<file path="config.mk">
export PLATFORM = sky130hd
export DESIGN_NAME = qmem_arbiter2
export DESIGN_NICKNAME = d
export VERILOG_FILES = /design/src/rtl/qmem_arbiter2.sv
export SDC_FILE = /design/constraint.sdc
export NUM_CORES = 1
export LEC_CHECK = 0
export ABC_AREA = 1
export BUFFER_PORTS_ARGS = -buffer_cell sky130_fd_sc_hd__clkbuf_2
export CAP_MARGIN = 20
export CORE_AREA = 3 3 122 124
export DETAILED_ROUTE_END_ITERATION = 7
export DIE_AREA = 0 0 125 127
export PLACE_DENSITY = 0.57
export SYNTH_ARGS = -nofsm -noshare
export SYNTH_HDL_FRONTEND = slang
export SYNTH_SLANG_ARGS = --single-unit
</file>
<file path="constraint.sdc">
create_clock -name qs_clk -period 5.3 [get_ports qs_clk]
set_clock_uncertainty 0.15 [all_clocks]
set_input_delay 1.06 -clock qs_clk [delete_from_list [all_inputs] [get_ports qs_clk]]
set_output_delay 1.06 -clock qs_clk [all_outputs]
set_load 0.005 [all_outputs]
</file>
<file path="src/rtl/qmem_arbiter2.sv">
// qmem_arbiter2: two-master round-robin arbiter for one QMEM slave port with an optional watchdog
module qmem_arbiter2 #(
  parameter int QAW   = 32,
  parameter int QDW   = 32,
  parameter int QSW   = QDW/8,
  parameter int TO_EN = 1,
  parameter int TOW   = 8
)(
  input  logic           qs_clk,
  input  logic           rst,
  input  logic           m0_cs,
  input  logic           m0_we,
  input  logic [QSW-1:0] m0_sel,
  input  logic [QAW-1:0] m0_adr,
  input  logic [QDW-1:0] m0_dat_w,
  output logic [QDW-1:0] m0_dat_r,
  output logic           m0_ack,
  output logic           m0_err,
  input  logic           m1_cs,
  input  logic           m1_we,
  input  logic [QSW-1:0] m1_sel,
  input  logic [QAW-1:0] m1_adr,
  input  logic [QDW-1:0] m1_dat_w,
  output logic [QDW-1:0] m1_dat_r,
  output logic           m1_ack,
  output logic           m1_err,
  output logic           s_cs,
  output logic           s_we,
  output logic [QSW-1:0] s_sel,
  output logic [QAW-1:0] s_adr,
  output logic [QDW-1:0] s_dat_w,
  input  logic [QDW-1:0] s_dat_r,
  input  logic           s_ack,
  input  logic           s_err,
  output logic [1:0]     gnt,
  output logic           to_evt
);
  typedef enum logic [1:0] {IDLE, G0, G1} state_t;
  state_t         state_q, state_d;
  logic           last_q, last_d;
  logic [TOW-1:0] to_cnt_q, to_cnt_d;
  logic           g0, g1, own, oth, tmo, fin;
  assign m0_dat_r = s_dat_r;
  assign m1_dat_r = s_dat_r;
  assign gnt      = {g1, g0};
  always_comb begin
    g0      = state_q == G0;
    g1      = state_q == G1;
    own     = g0 ? m0_cs : m1_cs;
    oth     = g0 ? m1_cs : m0_cs;
    s_cs    = g0 ? m0_cs    : g1 ? m1_cs    : 1'b0;
    s_we    = g0 ? m0_we    : g1 ? m1_we    : 1'b0;
    s_sel   = g0 ? m0_sel   : g1 ? m1_sel   : '0;
    s_adr   = g0 ? m0_adr   : g1 ? m1_adr   : '0;
    s_dat_w = g0 ? m0_dat_w : g1 ? m1_dat_w : '0;
    // A same-cycle ack beats the watchdog
    tmo     = (TO_EN != 0) && s_cs && (&to_cnt_q) && !s_ack && !s_err;
    fin     = (g0 || g1) && (s_ack || s_err || tmo);
    m0_ack  = g0 && s_ack;
    m1_ack  = g1 && s_ack;
    m0_err  = g0 && (s_err || tmo);
    m1_err  = g1 && (s_err || tmo);
    to_evt  = tmo;
    state_d = (state_q == IDLE) ?
                ((m0_cs && m1_cs) ? (last_q ? G0 : G1) : m0_cs ? G0 : m1_cs ? G1 : IDLE) :
                ((own && !(fin && oth)) ? state_q : oth ? (g0 ? G1 : G0) : IDLE);
    last_d  = fin ? g1 : last_q;
    to_cnt_d = (TO_EN == 0 || fin || state_d != state_q) ? '0 :
               (s_cs && !s_ack && !s_err && !(&to_cnt_q)) ? to_cnt_q + 1'b1 : to_cnt_q;
  end
  always_ff @(posedge qs_clk or posedge rst) begin
    if (rst) begin
      state_q  <= IDLE;
      last_q   <= 1'b1;
      to_cnt_q <= '0;
    end else begin
      state_q  <= state_d;
      last_q   <= last_d;
      to_cnt_q <= to_cnt_d;
    end
  end
endmodule
</file>
==> impl_metrics.ini <==
[status]
status = complete, no violations

[worst_hold_path]
hp-class = reg -> reg
whs_path_depth = 2
min_from = last_q
hold-path-endpoint = last_q

[pwr]
clkPwrFrac_pct = 10.5
pwr-share-comb_pct = 81.3
seq_power_share_pct = 8.2
p_sw_mw = 0.732
power-per-cell-area_mw_per_mm2 = 417
p_int_mw = 0.587
p_leak_nw = 1.94
swShare_pct = 55.5
worst_ir_drop_vdd_mv = 0.147

[yosys]
synth_cell_type_count = 25
synth-seq-area-share_pct = 11.9
yosys_warnings = 0
syn-mean-instance-area_sq_um = 5.87
syn_area_sq_mm = 0.00232
synth_top_area_cell = nand2_1
netlist.area_leader.share_pct = 25.4
syn_inst = 395
yosys-top-cells-area = nand2_1 (25%), buf_4 (22%), nand3_1 (17%)
syn_nets = 575
yosys_register_bits = 11

[die]
coreArea_sq_mm = 0.0139
initial_utilization_pct = 16.7
die_area_sq_mm = 0.0159
io_pins = 317
rows = 43
die-height_um = 127
dieWidth_um = 125

[worst_setup_path]
rr_worst_depth = 13
r2r-start = state_q[1]
path_max_fanout = 41
required_ps = 4090
start_kind = flip-flop
worstSetupEndpointType = output pin
r2r_end = to_cnt_q[6]
crit_arrival_ps = 2600
reg2reg_slack_ps = 2090
critPathKind = reg -> out

[layout]
area_delta_synth_final_pct = 36.5
multi_input_area_sq_mm = 0.00141
fillers = 1614
diodes = 0
drive_gt1_share_pct = 48.0
fin_cells = 713
register_area_sq_um = 277
layout.nets = 714

[place]
hpwlAfterDp_mm = 7.68
gp_congestion = 0.734
io_buffer_count = 220
dpl.cell_count = 709

[route]
routed-wl-met2_mm = 4.65
num_vias = 2807
ant_nets = 0
maxUsedRoutingLayer = met4
route.met3.wl_um = 813
wl_per_cell_um = 13.0
drcViolationCount = 0
drt_iter0_drc = 118
dr.pass1.iters = 4
vias_per_cell = 3.94
wirelength_mm = 9.25
drt-met1-wl_mm = 3.78

[clocking]
root_buffer = clkbuf_16
h-tree-depth = 1
clkSlewWorstSetupHoldPaths_ps = 40
post-cts-setup-buffers = 0
insertion_delay_ps = 240
ctsHoldBuffers = 0
clkSinkCount = 11
clk_path_buf_depth = 2
cts_tree = yes
cts_resized = 0
cts_buffers = 3

[timing]
period_needed_ps = 3810
hold_viol = 0
setup_viol = 0
final.setup.tns_ps = 0
tightest_slew_ps = 687
maxSlewViolCount = 0
max_slew_margin_pct = 54.2
fin_crit_sh_pct = 72.0
rsz0062_at_grt = false
max_freq_mhz = 262

[grt]
overflow = 0
antenna_found_initial = 0
grt_pass1_wl_mm = 14.0
grt_use_total_pct = 10.6
grt_pass1_vias = 2604
grt_max_degree = 44

[flow_run]
maxCapViolCount = 0
## metrics by stage
stage	worst slack [ps]	utilization (%)	hold WS [ps]	total power, mW	area, sq um
after floorplan	2500	-	326	0.793	2320
after global placement	1690	22.2	339	1.21	3090
after detailed placement	1700	22.2	355	1.20	3090
after CTS	1450	22.8	353	1.35	3170
after global routing	1300	22.8	386	1.46	3170
final	1490	22.8	352	1.32	3170
## cell type report
cell class | instances | share of cell area (%)
clock buffer | 3 | 2.37
clock inverter | 1 | 0.158
inverter | 14 | 1.66
multi-input combinational | 281 | 44.5
sequential | 11 | 8.74
tap | 180 | 7.11
timing repair buffer | 223 | 35.5
## worst max-delay path, stage by stage, from the launching register on
cell and delay [ps]:
dfrtp_1 400, inv_1 130, ha_2 640, inv_2 420, buf_4 400, nand3_1 160
nand2_1 80, clkbuf_2 110
## metal layers
layer / global-route usage [%] / up-vias
met5: 0 / -
met4: 0.765 / 0
met3: 2.80 / 2
met2: 18.3 / 160
met1: 14.0 / 1180
li1: - / 1465
## cell usage after synthesis
| library cell | n |
|---|---|
| nand2_1 | 157 |
| nand3_1 | 78 |
| buf_4 | 67 |
| clkbuf_1 | 19 |
| inv_1 | 12 |
| dfrtp_1 | 10 |
| nor3_2 | 8 |
| nand3_2 | 5 |
| nor2_1 | 5 |
| ha_1 | 4 |
| xor2_1 | 4 |
| nand2_2 | 3 |
| nand2_4 | 3 |
| nor2_4 | 3 |
| o21ai_0 | 3 |
| xnor2_1 | 3 |
| buf_1 | 2 |
| inv_2 | 2 |
| buf_2 | 1 |
| dfstp_2 | 1 |
| mux2i_1 | 1 |
| nand3_4 | 1 |
| nand4_4 | 1 |
| nor3_1 | 1 |
| o211ai_1 | 1 |
## layout by cell type (no fill, tap or decap)
| master | instances |
|---|---|
| nor2_1 | 5 |
| nor3_2 | 8 |
| ha_1 | 2 |
| dfstp_2 | 1 |
| nand2_1 | 157 |
| ha_2 | 2 |
| nor3_1 | 1 |
| nand3_4 | 1 |
| nor2_4 | 3 |
| nand2_4 | 3 |
| xnor2_1 | 3 |
| nand3_2 | 5 |
| nand3_1 | 78 |
| xor2_1 | 4 |
| o21ai_0 | 3 |
| nand2_2 | 3 |
| dfrtp_1 | 10 |
| nand4_4 | 1 |
| o211ai_1 | 1 |
| mux2i_1 | 1 |
| buf_4 | 3 |
| inv_1 | 12 |
| clkbuf_16 | 3 |
| clkinv_2 | 1 |
| clkbuf_2 | 220 |
| inv_2 | 2 |
## sequential cells by signal, indices dropped and copies added (netlist names)
signal,count
state_q,2
last_q,1
to_cnt_q,8
## cells by family after synthesis
family / after synthesis / share of synthesized area (%)
mux: 1 / 0.432
fa+ha+maj: 4 / 2.16
flops: 11 / 11.9
simple gates: 265 / 54.3
compound gates: 4 / 0.971
xor+xnor: 7 / 2.64
buf+inv: 103 / 27.6
## power by group through the flow
stage | Clock, mW | Combinational, mW | Sequential (mW)
floorplan | 0 | 0.688 | 0.105
global placement | 0 | 1.10 | 0.107
detailed placement | 0 | 1.10 | 0.108
CTS | 0.141 | 1.10 | 0.107
global route | 0.148 | 1.21 | 0.109
finish | 0.138 | 1.07 | 0.108
## worst max path at each step
stage | start | endpoint | slack [ps] | cells after the start
after floorplan | m1_cs | m0_err | 2500 | 6
after global placement | state_q[1] | s_adr[26] | 1690 | 7
after detailed placement | state_q[1] | s_adr[26] | 1700 | 7
after CTS | state_q[1] | s_adr[26] | 1450 | 7
after global routing | state_q[1] | s_adr[26] | 1300 | 7
final | state_q[1] | s_adr[26] | 1490 | 7
Note: power is estimated with default switching activity, not from simulation.
